`src/rtl/mem_stage_pkg.sv`:
```
// Shared definitions for the MEM stage: access-size codes, datapath widths and the MEM/WB record.
package mem_stage_pkg;

    localparam int DATA_W = 32;
    localparam int REG_W  = 5;

    localparam logic [1:0] ACC_WORD = 2'b00;
    localparam logic [1:0] ACC_HALF = 2'b01;
    localparam logic [1:0] ACC_BYTE = 2'b10;

    typedef struct packed {
        logic              effective;
        logic [DATA_W-1:0] pc;
        logic [DATA_W-1:0] ir;
        logic [DATA_W-1:0] r1_data;
        logic [DATA_W-1:0] r2_data;
        logic [REG_W-1:0]  rd_no;
        logic              regwrite;
        logic              syscall;
        logic              jal;
        logic [DATA_W-1:0] rd_data;
    } mem_wb_t;

endpackage

```
`src/rtl/mem_stage_if.sv`:
```
// Bundle of EX/MEM inputs, data-RAM port and MEM/WB outputs around the MEM stage.
interface mem_stage_if
    import mem_stage_pkg::*;
#(
    parameter int ADDR_BITS = 12
);
    logic                 stall;
    logic                 flush;
    logic                 mem_effective;
    logic [DATA_W-1:0]    mem_pc;
    logic [DATA_W-1:0]    mem_ir;
    logic [DATA_W-1:0]    mem_alu_result;
    logic [DATA_W-1:0]    mem_r1_data;
    logic [DATA_W-1:0]    mem_r2_data;
    logic [REG_W-1:0]     mem_rd_no;
    logic                 mem_regwrite;
    logic                 mem_memtoreg;
    logic                 mem_memwrite;
    logic                 mem_syscall;
    logic                 mem_jal;
    logic [1:0]           mem_access;
    logic                 mem_extend;
    logic [DATA_W-1:0]    ram_data_out;
    logic [ADDR_BITS-3:0] ram_addr;
    logic [DATA_W-1:0]    ram_data_in;
    logic [3:0]           ram_sel;
    logic                 ram_rw;
    logic [DATA_W-1:0]    mem_redirect;
    logic                 wb_effective;
    logic [DATA_W-1:0]    wb_pc;
    logic [DATA_W-1:0]    wb_ir;
    logic [DATA_W-1:0]    wb_r1_data;
    logic [DATA_W-1:0]    wb_r2_data;
    logic [REG_W-1:0]     wb_rd_no;
    logic                 wb_regwrite;
    logic                 wb_syscall;
    logic                 wb_jal;
    logic [DATA_W-1:0]    wb_rd_data;
    logic [DATA_W-1:0]    load_num;
    logic [DATA_W-1:0]    store_num;
    logic                 misalign;

    modport master (
        output stall, flush, mem_effective, mem_pc, mem_ir, mem_alu_result,
               mem_r1_data, mem_r2_data, mem_rd_no, mem_regwrite, mem_memtoreg,
               mem_memwrite, mem_syscall, mem_jal, mem_access, mem_extend, ram_data_out,
        input  ram_addr, ram_data_in, ram_sel, ram_rw, mem_redirect, wb_effective,
               wb_pc, wb_ir, wb_r1_data, wb_r2_data, wb_rd_no, wb_regwrite,
               wb_syscall, wb_jal, wb_rd_data, load_num, store_num, misalign
    );

    modport slave (
        input  stall, flush, mem_effective, mem_pc, mem_ir, mem_alu_result,
               mem_r1_data, mem_r2_data, mem_rd_no, mem_regwrite, mem_memtoreg,
               mem_memwrite, mem_syscall, mem_jal, mem_access, mem_extend, ram_data_out,
        output ram_addr, ram_data_in, ram_sel, ram_rw, mem_redirect, wb_effective,
               wb_pc, wb_ir, wb_r1_data, wb_r2_data, wb_rd_no, wb_regwrite,
               wb_syscall, wb_jal, wb_rd_data, load_num, store_num, misalign
    );

endinterface

```
`src/rtl/mem_stage_align.sv`:
```
// Byte-lane steering: store enables/replication and load extraction with zero/sign extension.
// MEM_MISALIGN_TRAP_EN: flag misaligned half/word addresses; undefined, the flag is tied 0.
module mem_align
    import mem_stage_pkg::*;
(
    input  logic [1:0]        addr_lo_i,
    input  logic [1:0]        access_i,
    input  logic              extend_i,
    input  logic [DATA_W-1:0] store_data_i,
    input  logic [DATA_W-1:0] ram_rdata_i,
    output logic [3:0]        sel_o,
    output logic [DATA_W-1:0] store_lanes_o,
    output logic [DATA_W-1:0] load_data_o,
    output logic              misaligned_o
);

    logic [7:0]  byte_v;
    logic [15:0] half_v;

    // The reserved access code behaves as a word access.
    always_comb begin
        sel_o         = 4'b1111;
        store_lanes_o = store_data_i;
        case (access_i)
            ACC_BYTE: begin
                sel_o         = 4'b0001 << addr_lo_i;
                store_lanes_o = {4{store_data_i[7:0]}};
            end
            ACC_HALF: begin
                sel_o         = addr_lo_i[1] ? 4'b1100 : 4'b0011;
                store_lanes_o = {2{store_data_i[15:0]}};
            end
            default: ;
        endcase
    end

    always_comb begin
        byte_v = ram_rdata_i[7:0];
        case (addr_lo_i)
            2'd1:    byte_v = ram_rdata_i[15:8];
            2'd2:    byte_v = ram_rdata_i[23:16];
            2'd3:    byte_v = ram_rdata_i[31:24];
            default: ;
        endcase
        half_v = addr_lo_i[1] ? ram_rdata_i[31:16] : ram_rdata_i[15:0];
        case (access_i)
            ACC_BYTE: load_data_o = {{24{extend_i & byte_v[7]}}, byte_v};
            ACC_HALF: load_data_o = {{16{extend_i & half_v[15]}}, half_v};
            default:  load_data_o = ram_rdata_i;
        endcase
    end

`ifdef MEM_MISALIGN_TRAP_EN
    always_comb begin
        misaligned_o = 1'b0;
        case (access_i)
            ACC_BYTE: misaligned_o = 1'b0;
            ACC_HALF: misaligned_o = addr_lo_i[0];
            default:  misaligned_o = |addr_lo_i;
        endcase
    end
`else
    assign misaligned_o = 1'b0;
`endif

endmodule

```
`src/rtl/mem_stage.sv`:
```
// MEM stage: data-RAM access generation, MEM/WB pipeline register and load/store counters.
// Misalignment trapping follows MEM_MISALIGN_TRAP_EN inside mem_align.
module mem_stage
    import mem_stage_pkg::*;
#(
    parameter int ADDR_BITS = 12
)
(
    input  logic        clk,
    input  logic        rst_n,
    mem_stage_if.slave  bus
);

    logic [3:0]        sel;
    logic [DATA_W-1:0] store_lanes;
    logic [DATA_W-1:0] load_data;
    logic              misaligned;
    logic              bad_access;
    logic              commit;
    mem_wb_t           wb_q, wb_d;
    logic [DATA_W-1:0] load_num_q, load_num_d;
    logic [DATA_W-1:0] store_num_q, store_num_d;
    logic              misalign_q, misalign_d;

    mem_align u_align (
        .addr_lo_i     (bus.mem_alu_result[1:0]),
        .access_i      (bus.mem_access),
        .extend_i      (bus.mem_extend),
        .store_data_i  (bus.mem_r2_data),
        .ram_rdata_i   (bus.ram_data_out),
        .sel_o         (sel),
        .store_lanes_o (store_lanes),
        .load_data_o   (load_data),
        .misaligned_o  (misaligned)
    );

    // Only real memory operations can be misaligned; ALU results are arbitrary values.
    assign bad_access = (bus.mem_memtoreg | bus.mem_memwrite) & misaligned;
    assign commit     = bus.mem_effective & ~bus.stall & ~bus.flush;

    assign bus.ram_addr     = bus.mem_alu_result[ADDR_BITS-1:2];
    assign bus.ram_data_in  = store_lanes;
    assign bus.ram_sel      = bad_access ? 4'b0000 : sel;
    assign bus.ram_rw       = commit & bus.mem_memwrite & ~bad_access;
    assign bus.mem_redirect = bus.mem_alu_result;

    always_comb begin
        wb_d        = wb_q;
        load_num_d  = load_num_q + {{(DATA_W-1){1'b0}}, commit & bus.mem_memtoreg & ~bad_access};
        store_num_d = store_num_q + {{(DATA_W-1){1'b0}}, commit & bus.mem_memwrite & ~bad_access};
        misalign_d  = misalign_q | (commit & bad_access);
        if (bus.flush) begin
            wb_d = '0;
        end else if (!bus.stall) begin
            wb_d.effective = bus.mem_effective;
            wb_d.pc        = bus.mem_pc;
            wb_d.ir        = bus.mem_ir;
            wb_d.r1_data   = bus.mem_r1_data;
            wb_d.r2_data   = bus.mem_r2_data;
            wb_d.rd_no     = bus.mem_rd_no;
            wb_d.regwrite  = bus.mem_regwrite & ~bad_access;
            wb_d.syscall   = bus.mem_syscall;
            wb_d.jal       = bus.mem_jal;
            wb_d.rd_data   = bus.mem_memtoreg ? load_data : bus.mem_alu_result;
        end
    end

    always_ff @(posedge clk or negedge rst_n) begin
        if (!rst_n) begin
            wb_q        <= '0;
            load_num_q  <= '0;
            store_num_q <= '0;
            misalign_q  <= 1'b0;
        end else begin
            wb_q        <= wb_d;
            load_num_q  <= load_num_d;
            store_num_q <= store_num_d;
            misalign_q  <= misalign_d;
        end
    end

    assign bus.wb_effective = wb_q.effective;
    assign bus.wb_pc        = wb_q.pc;
    assign bus.wb_ir        = wb_q.ir;
    assign bus.wb_r1_data   = wb_q.r1_data;
    assign bus.wb_r2_data   = wb_q.r2_data;
    assign bus.wb_rd_no     = wb_q.rd_no;
    assign bus.wb_regwrite  = wb_q.regwrite;
    assign bus.wb_syscall   = wb_q.syscall;
    assign bus.wb_jal       = wb_q.jal;
    assign bus.wb_rd_data   = wb_q.rd_data;
    assign bus.load_num     = load_num_q;
    assign bus.store_num    = store_num_q;
    assign bus.misalign     = misalign_q;

endmodule

```
`src/flat_wrapper.sv`:
```
// flat-port wrapper written by rule: the top's interface ports become plain ports
module mem_stage_flat import mem_stage_pkg::*;
#(
    parameter int ADDR_BITS = 12
)
  (clk, rst_n, bus_stall, bus_flush, bus_mem_effective, bus_mem_pc, bus_mem_ir, bus_mem_alu_result, bus_mem_r1_data, bus_mem_r2_data, bus_mem_rd_no, bus_mem_regwrite, bus_mem_memtoreg, bus_mem_memwrite, bus_mem_syscall, bus_mem_jal, bus_mem_access, bus_mem_extend, bus_ram_data_out, bus_ram_addr, bus_ram_data_in, bus_ram_sel, bus_ram_rw, bus_mem_redirect, bus_wb_effective, bus_wb_pc, bus_wb_ir, bus_wb_r1_data, bus_wb_r2_data, bus_wb_rd_no, bus_wb_regwrite, bus_wb_syscall, bus_wb_jal, bus_wb_rd_data, bus_load_num, bus_store_num, bus_misalign);
  mem_stage_if #(.ADDR_BITS(ADDR_BITS)) bus_i ();
  input  logic clk;
  input  logic rst_n;
  input wire logic [$bits(bus_i.stall)-1:0] bus_stall;
  input wire logic [$bits(bus_i.flush)-1:0] bus_flush;
  input wire logic [$bits(bus_i.mem_effective)-1:0] bus_mem_effective;
  input wire logic [$bits(bus_i.mem_pc)-1:0] bus_mem_pc;
  input wire logic [$bits(bus_i.mem_ir)-1:0] bus_mem_ir;
  input wire logic [$bits(bus_i.mem_alu_result)-1:0] bus_mem_alu_result;
  input wire logic [$bits(bus_i.mem_r1_data)-1:0] bus_mem_r1_data;
  input wire logic [$bits(bus_i.mem_r2_data)-1:0] bus_mem_r2_data;
  input wire logic [$bits(bus_i.mem_rd_no)-1:0] bus_mem_rd_no;
  input wire logic [$bits(bus_i.mem_regwrite)-1:0] bus_mem_regwrite;
  input wire logic [$bits(bus_i.mem_memtoreg)-1:0] bus_mem_memtoreg;
  input wire logic [$bits(bus_i.mem_memwrite)-1:0] bus_mem_memwrite;
  input wire logic [$bits(bus_i.mem_syscall)-1:0] bus_mem_syscall;
  input wire logic [$bits(bus_i.mem_jal)-1:0] bus_mem_jal;
  input wire logic [$bits(bus_i.mem_access)-1:0] bus_mem_access;
  input wire logic [$bits(bus_i.mem_extend)-1:0] bus_mem_extend;
  input wire logic [$bits(bus_i.ram_data_out)-1:0] bus_ram_data_out;
  output wire logic [$bits(bus_i.ram_addr)-1:0] bus_ram_addr;
  output wire logic [$bits(bus_i.ram_data_in)-1:0] bus_ram_data_in;
  output wire logic [$bits(bus_i.ram_sel)-1:0] bus_ram_sel;
  output wire logic [$bits(bus_i.ram_rw)-1:0] bus_ram_rw;
  output wire logic [$bits(bus_i.mem_redirect)-1:0] bus_mem_redirect;
  output wire logic [$bits(bus_i.wb_effective)-1:0] bus_wb_effective;
  output wire logic [$bits(bus_i.wb_pc)-1:0] bus_wb_pc;
  output wire logic [$bits(bus_i.wb_ir)-1:0] bus_wb_ir;
  output wire logic [$bits(bus_i.wb_r1_data)-1:0] bus_wb_r1_data;
  output wire logic [$bits(bus_i.wb_r2_data)-1:0] bus_wb_r2_data;
  output wire logic [$bits(bus_i.wb_rd_no)-1:0] bus_wb_rd_no;
  output wire logic [$bits(bus_i.wb_regwrite)-1:0] bus_wb_regwrite;
  output wire logic [$bits(bus_i.wb_syscall)-1:0] bus_wb_syscall;
  output wire logic [$bits(bus_i.wb_jal)-1:0] bus_wb_jal;
  output wire logic [$bits(bus_i.wb_rd_data)-1:0] bus_wb_rd_data;
  output wire logic [$bits(bus_i.load_num)-1:0] bus_load_num;
  output wire logic [$bits(bus_i.store_num)-1:0] bus_store_num;
  output wire logic [$bits(bus_i.misalign)-1:0] bus_misalign;
  assign bus_i.stall = bus_stall;
  assign bus_i.flush = bus_flush;
  assign bus_i.mem_effective = bus_mem_effective;
  assign bus_i.mem_pc = bus_mem_pc;
  assign bus_i.mem_ir = bus_mem_ir;
  assign bus_i.mem_alu_result = bus_mem_alu_result;
  assign bus_i.mem_r1_data = bus_mem_r1_data;
  assign bus_i.mem_r2_data = bus_mem_r2_data;
  assign bus_i.mem_rd_no = bus_mem_rd_no;
  assign bus_i.mem_regwrite = bus_mem_regwrite;
  assign bus_i.mem_memtoreg = bus_mem_memtoreg;
  assign bus_i.mem_memwrite = bus_mem_memwrite;
  assign bus_i.mem_syscall = bus_mem_syscall;
  assign bus_i.mem_jal = bus_mem_jal;
  assign bus_i.mem_access = bus_mem_access;
  assign bus_i.mem_extend = bus_mem_extend;
  assign bus_i.ram_data_out = bus_ram_data_out;
  assign bus_ram_addr = bus_i.ram_addr;
  assign bus_ram_data_in = bus_i.ram_data_in;
  assign bus_ram_sel = bus_i.ram_sel;
  assign bus_ram_rw = bus_i.ram_rw;
  assign bus_mem_redirect = bus_i.mem_redirect;
  assign bus_wb_effective = bus_i.wb_effective;
  assign bus_wb_pc = bus_i.wb_pc;
  assign bus_wb_ir = bus_i.wb_ir;
  assign bus_wb_r1_data = bus_i.wb_r1_data;
  assign bus_wb_r2_data = bus_i.wb_r2_data;
  assign bus_wb_rd_no = bus_i.wb_rd_no;
  assign bus_wb_regwrite = bus_i.wb_regwrite;
  assign bus_wb_syscall = bus_i.wb_syscall;
  assign bus_wb_jal = bus_i.wb_jal;
  assign bus_wb_rd_data = bus_i.wb_rd_data;
  assign bus_load_num = bus_i.load_num;
  assign bus_store_num = bus_i.store_num;
  assign bus_misalign = bus_i.misalign;
  mem_stage #(.ADDR_BITS(ADDR_BITS)) u_core (.clk(clk), .rst_n(rst_n), .bus(bus_i));
endmodule
```
`config.mk`:
```
export PLATFORM = sky130hd
export DESIGN_NAME = mem_stage_flat
export DESIGN_NICKNAME = d
export VERILOG_FILES = /design/src/rtl/mem_stage_pkg.sv /design/src/rtl/mem_stage_if.sv /design/src/rtl/mem_stage_align.sv /design/src/rtl/mem_stage.sv /design/src/flat_wrapper.sv
export SDC_FILE = /design/constraint.sdc
export NUM_CORES = 1
export LEC_CHECK = 0
export CAP_MARGIN = 25
export CORE_AREA = 2 2 204 206
export CTS_CLUSTER_SIZE = 8
export DETAILED_ROUTE_END_ITERATION = 12
export DIE_AREA = 0 0 206 208
export GPL_TIMING_DRIVEN = 0
export SLEW_MARGIN = 5
export SYNTH_ARGS = -nofsm -noshare
export SYNTH_HDL_FRONTEND = slang
export SYNTH_SLANG_ARGS = --single-unit
```
`constraint.sdc`:
```
create_clock -name clk -period 2.1 [get_ports clk]
set_input_delay 0.21 -clock clk [delete_from_list [all_inputs] [get_ports clk]]
set_output_delay 0.21 -clock clk [all_outputs]
set_load 0.005 [all_outputs]
```
After elaboration in Yosys (flattened, before gate mapping)

Index checks and enable logic that the tools add are counted.

Register bits after elaboration: 233
Output and inout bits: 313
Input bits: 210

Bitwise operators: 8
$add $sub $neg: 2
Mux-type cells: 9
Eq/ne operators: 6
Shift-type cells: 1

Operator list:

| kind                | count |
|---|---|
| $mux 169            | 2 |
| $pmux 32 s2         | 2 |
| $add 32x1->32       | 2 |
| $mux 32             | 1 |
| $pmux 8 s3          | 1 |
| $mux 16             | 1 |
| $pmux 4 s2          | 1 |
| $and 1x1->1         | 6 |
| $eq 2x2->1 const B  | 3 |
| $eq 2x1->1 const B  | 2 |
| $mux 4              | 1 |
| $shl 1x2->4 const A | 1 |
| $ne 2x1->1 const B  | 1 |
| $not 1->1           | 2 |

Longest topological paths before layout

Word-level depth: 7
Depth in mapped cells: 10
Mapped depth without buffers: 8

Hierarchy

Synthesis repeated with hierarchy kept, for this count alone.

Cells, all modules: 1102
Area, all modules: 11569.8 um2

By module, submodules not included:

| module    | area each (um2) | cells an instance | seq. area each (um2) | instances |
|---|---|---|---|---|
| mem_stage | 10440.0         | 932               | 5855.6               | 1 |
| mem_align | 1129.8          | 170               | 0.0                  | 1 |

Least setup slack after synthesis

Ideal clock, no wire load.

Kind: in2reg
Start: in bus_stall
End: reg u_core.store_num_q[24] (netlist: u_core.bus.store_num[24])
Arrival time: 2.334 ns
Required time: 1.976 ns
Setup slack: -0.358 ns
Setup time: 0.124 ns
Stages on the path: 10
Cell sequence: clkbuf_1 > nor2_1 > clkbuf_1 > and3_1 > ha_1 > ha_1 > inv_1 > nor4_4 > nand4_1 > xnor2_1

Cells in the longest elaborated chain, start to end: 5

Ends and longest elaborated chain:

| what                       | line               | source |
|---|---|---|
| start, declared            | flat_wrapper.sv:10 | `input wire logic [$bits(bus_i.stall)-1:0] bus_stall;` |
| $not 1->1                  | mem_stage.sv:39    | `assign commit = bus.mem_effective & ~bus.stall & ~bus.flush;` |
| $and 1x1->1 (2 in series)  | mem_stage.sv:39    |  |
| $and 1x1->1                | -                  |  |
| via bus_ram_rw             | flat_wrapper.sv:30 | `output wire logic [$bits(bus_i.ram_rw)-1:0] bus_ram_rw;` |
| $add 32x1->32              | mem_stage.sv:50    | `store_num_d = store_num_q + {{(DATA_W-1){1'b0}}, commit & bus.mem_memwrite & ~bad_access};` |
| via u_core.store_num_d[24] | mem_stage.sv:22    | `logic [DATA_W-1:0] store_num_q, store_num_d;` |
| end signal, assigned       | mem_stage.sv:77    | `store_num_q <= store_num_d;` |
| end, declared              | mem_stage.sv:22    |  |

The timed path passes the listed nets, and every way through them passes these cells.
A chain may end at the register's enable or synchronous reset.

Final worst setup path

Start: in bus_mem_access[1]
End: out bus_ram_data_in[24]

Cells in the longest elaborated chain, start to end: 2
Elaborated cells between the ends (all ways): 3
Classes of those cells: eq/ne (2); mux (1)

Ends and longest elaborated chain:

| what                                            | line                  | source |
|---|---|---|
| start, declared                                 | flat_wrapper.sv:24    | `input wire logic [$bits(bus_i.mem_access)-1:0] bus_mem_access;` |
| $eq 2x1->1 / $eq 2x2->1 (equally long branches) | mem_stage_align.sv:24 | `case (access_i)` |
| $pmux 32 s2 *                                   | mem_stage_align.sv:24 |  |
| end, declared                                   | flat_wrapper.sv:28    | `output wire logic [$bits(bus_i.ram_data_in)-1:0] bus_ram_data_in;` |

Mark *: on every way between the ends. The rest lies on a longest branch, timed or not.

==> impl_metrics.csv <==
group,metric,value,unit
min_path,min-delay-path-class,"in -> async",
worst_setup_path,startpoint_type,"input port",
worst_setup_path,critical_path.endpoint_type,"output pin",
cells_and_area,drive_above_1_share,10.80,%
clock_network,cts.sinks,233,
timing,hold_viol,0,
placement,placed_area,0.01720,mm^2
timing,setup_viol,0,
die,chipHeight,208,um
cells_and_area,final_area,0.01849,mm^2
worst_setup_path,path_buf_inv,6,
outcome,status,"finished clean",
die,die_w,206,um
worst_setup_path,cp_top_family,"buffers and inverters",
cells_and_area,nets,1849,
timing,relSlewSlack,46.99,%
routing,vias,10225,
synth,synthFlopType,"dfrtp_1",
synth,synthTopCellsByArea,"dfrtp_1, mux2i_1, nor2_1",
global_route,grt_pass1_wl,64580,um
clock_network,cts.htree.levels,2,
synth,ys_types,50,
global_route,global_route.overflow_total,0,
synth,yosys_warnings,0,
die,dieArea,0.04285,mm^2
worst_setup_path,critPathMaxStageDelay,0.30,ns
power,ir_drop,0.5574,mV
routing,viasPerCell,4.701,
synth,synth_top_area_share,51.78,%
placement,port_buffers,519,
synth,synth_edf_count,0,
global_route,grt.total_usage,19.69,%
cells_and_area,area_delta_synth_final,64.24,%
global_route,grt_pass1_vias,10484,
clock_network,path_clk_slew,0.05,ns
die,io_pins,523,
routing,first_pass_iters,5,
flow_run,drv_cap,0,
cells_and_area,layout.cells.non_filler,2175,
synth,synth_area,0.01126,mm^2
cells_and_area,n_fill_cell,3881,
timing,min_period_over_period,98.28,%
synth,syn-num-nets,1280,
routing,route.detailed.drc,0,
die,start_util,27.76,%
timing,maxSlewViolCount,0,
worst_setup_path,critPathKind,"in -> out",
synth,syn_avg_cell_area,10.58,um^2
worst_setup_path,worstPathArrival,1.85,ns
clock_network,insertion_delay,0.52,ns
power,power_leakage,8.498,nW
global_route,grt_max_degree,102,
placement,place_hpwl,33200,um
synth,async_flop_share,100.0,%
worst_setup_path,crit_required,1.89,ns
placement,placed_cells,2117,
worst_setup_path,path_cells,"clkdlybuf4s15_1 > inv_1 > ha_4 > buf_6 > clkbuf_8 > clkbuf_8 > a22oi_1 > o21ai_2 > dlygate4sd2_1",
global_route,grt_antenna_before_repair,5,
worst_setup_path,path_max_fanout,10,
clock_network,root_buffer,"clkbuf_16",
clock_network,cts_max_path_buffers,3,
timing,holdWs,0.1969,ns
clock_network,cts_tree,"built",
timing,fin_crit,2.064,ns
placement,gp_congestion,0.8276,
clock_network,cts_buffers,35,
synth,ys_ff_latch,233,
routing,postRouteAntennaNets,0,
timing,skew,0.006353,ns
timing,fmax,0.4845,GHz
timing,worst_pin_slew,0.7922,ns
die,row_count,74,
routing,totalWireLength,43400,um
synth,synth_top_cell_by_area,"dfrtp_1",
die,design.core.area,0.04055,mm^2
power,power_density,677.9,mW/mm^2
routing,wl_per_cell,19.96,um
synth,synthCells,1064,
routing,drt_iter0_markers,491,
worst_setup_path,crit_slowest_cell,"dlygate4sd2_1",
worst_setup_path,crit_top_cell,"clkbuf_8",
synth,ys_seq_area_share,51.78,%
## layer usage
layer / vias to the layer above / share of wire (%) / track usage (%)
met5: - / 0.037 / 0
met4: 2 / 2.4 / 6.700
met3: 66 / 8.2 / 6.078
met2: 384 / 49 / 32.85
met1: 4993 / 41 / 23.95
li1: 4780 / - / -
## sequential cells by signal, summed over array words and instances, names as in the netlist
signal                   count
u_core.bus.wb_syscall        1
u_core.bus.wb_jal            1
u_core.bus.wb_r1_data       32
u_core.bus.wb_pc            32
u_core.bus.wb_regwrite       1
u_core.bus.store_num        32
u_core.bus.wb_ir            32
u_core.bus.wb_r2_data       32
u_core.bus.wb_effective      1
u_core.bus.wb_rd_data       32
u_core.bus.load_num         32
u_core.bus.wb_rd_no          5
## power by group
| part | switching [mW] | leakage [nW] | total [mW] | internal [mW] |
|---|---|---|---|---|
| sequential | 0.201 | 3.12 | 4.96 | 4.76 |
| clock | 2.03 | 0.473 | 5.15 | 3.11 |
| combinational | 1.04 | 4.91 | 2.43 | 1.39 |
| total | 3.28 | 8.50 | 12.5 | 9.26 |
## worst register-to-register path, stage by stage, from the launching register on
cell,delay [ns]
dfrtp_1,0.34
ha_1,0.19
ha_1,0.22
inv_1,0.11
nor4_4,0.28
buf_6,0.18
nand4_1,0.12
xnor2_1,0.15
## kinds of logic (layout without fill, tap and decap cells)
kind of cell    count (synthesis)  after routing  share of synthesized area (%)
simple gates                  324            324                          14.09
flops                         233            233                          51.78
compound gates                166            166                          9.601
mux                           139            139                          12.48
buf+inv                       135            710                          6.679
xor+xnor                       60             60                          4.667
fa+ha+maj                       6              6                         0.6667
other cells                     1              5                        0.03331
## metrics by stage
stage	worst slack, ns	util [%]	TNS (ns)	total power, mW
after floorplan	0.008706	-	0	5.770
after global placement	-9.807	42.26	-2436.50	7.381
after detailed placement	-1.213	42.41	-163.43	7.407
after CTS	0.01318	45.31	0	12.72
after global routing	-0.001970	45.60	-0.001970	13.11
final	0.03610	45.60	0	12.54
## path summary, 6_finish.rpt
check,from,endpoint,slack (ns),cells after the start
setup / recovery,bus_mem_access[1],bus_ram_data_in[24],0.04,9
hold / removal,rst_n,u_core.bus.wb_pc[23],0.20,2
setup reg to reg,u_core.bus.store_num[0],u_core.bus.store_num[24],0.38,7
hold reg to reg,u_core.bus.wb_rd_data[14],u_core.bus.wb_rd_data[14],0.47,1
max in group asynchronous,rst_n,u_core.bus.wb_pc[24],1.01,3
min in group clk,bus_mem_r1_data[29],u_core.bus.wb_r1_data[29],0.29,3
## layout by cell type (no fill, tap or decap), types with 18 or more instances in the layout
master,n
a21oi_1,18
a22oi_1,28
buf_4,66
clkbuf_1,27
clkbuf_16,36
clkdlybuf4s50_1,486
dfrtp_1,233
mux2i_1,137
nand2_1,53
nand3_1,27
nor2_1,149
o21ai_0,44
xnor2_1,35
xor2_1,25
## synthesized netlist by cell type, types with 2 or more instances
| cell type | count |
|---|---|
| nor2_1 | 150 |
| nor3_1 | 12 |
| xor2_1 | 25 |
| a21o_1 | 7 |
| a22o_1 | 8 |
| nand2_1 | 54 |
| nand3_1 | 28 |
| o21ai_1 | 10 |
| clkbuf_1 | 36 |
| a211o_1 | 3 |
| buf_6 | 3 |
| nor4_2 | 5 |
| buf_4 | 52 |
| inv_1 | 17 |
| mux2i_1 | 137 |
| o211ai_1 | 7 |
| o21ai_0 | 49 |
| a31oi_1 | 7 |
| buf_2 | 22 |
| a21oi_1 | 19 |
| ha_1 | 6 |
| or3_1 | 5 |
| nand4_2 | 2 |
| buf_1 | 5 |
| a211oi_1 | 11 |
| dfrtp_1 | 233 |
| and4_1 | 9 |
| nor4_1 | 3 |
| a22oi_1 | 31 |
| o311ai_0 | 2 |
| and3_1 | 10 |
| o21bai_1 | 7 |
| or2_2 | 3 |
| and3b_1 | 7 |
| and2_1 | 10 |
| nor2b_1 | 12 |
| nand4_1 | 10 |
| xnor2_1 | 35 |
## area by class of cell
| type | count | area (um^2) | share of cell area [%] |
|---|---|---|---|
| Clock inverter | 2 | 25.02 | 0.1353 |
| Multi-Input combinational cell | 696 | 4795 | 25.93 |
| Timing Repair Buffer | 536 | 5386 | 29.13 |
| Sequential cell | 233 | 5831 | 31.53 |
| Buffer | 114 | 773.2 | 4.181 |
| Antenna cell | 4 | 10.01 | 0.05413 |
| Clock buffer | 41 | 939.7 | 5.081 |
| Inverter | 17 | 67.56 | 0.3654 |
| Tap cell | 532 | 665.6 | 3.599 |
## timing repair
item                                    in CTS  in global routing
gates resized for setup                     78                 24
pin swaps                                    6                  2
hold buffers                                 1                  0
endpoints found under the setup margin     164                 35
buffers inserted                             9                  5
hold endpoints to repair                    48                  0
(Power assumes the default switching activity.)
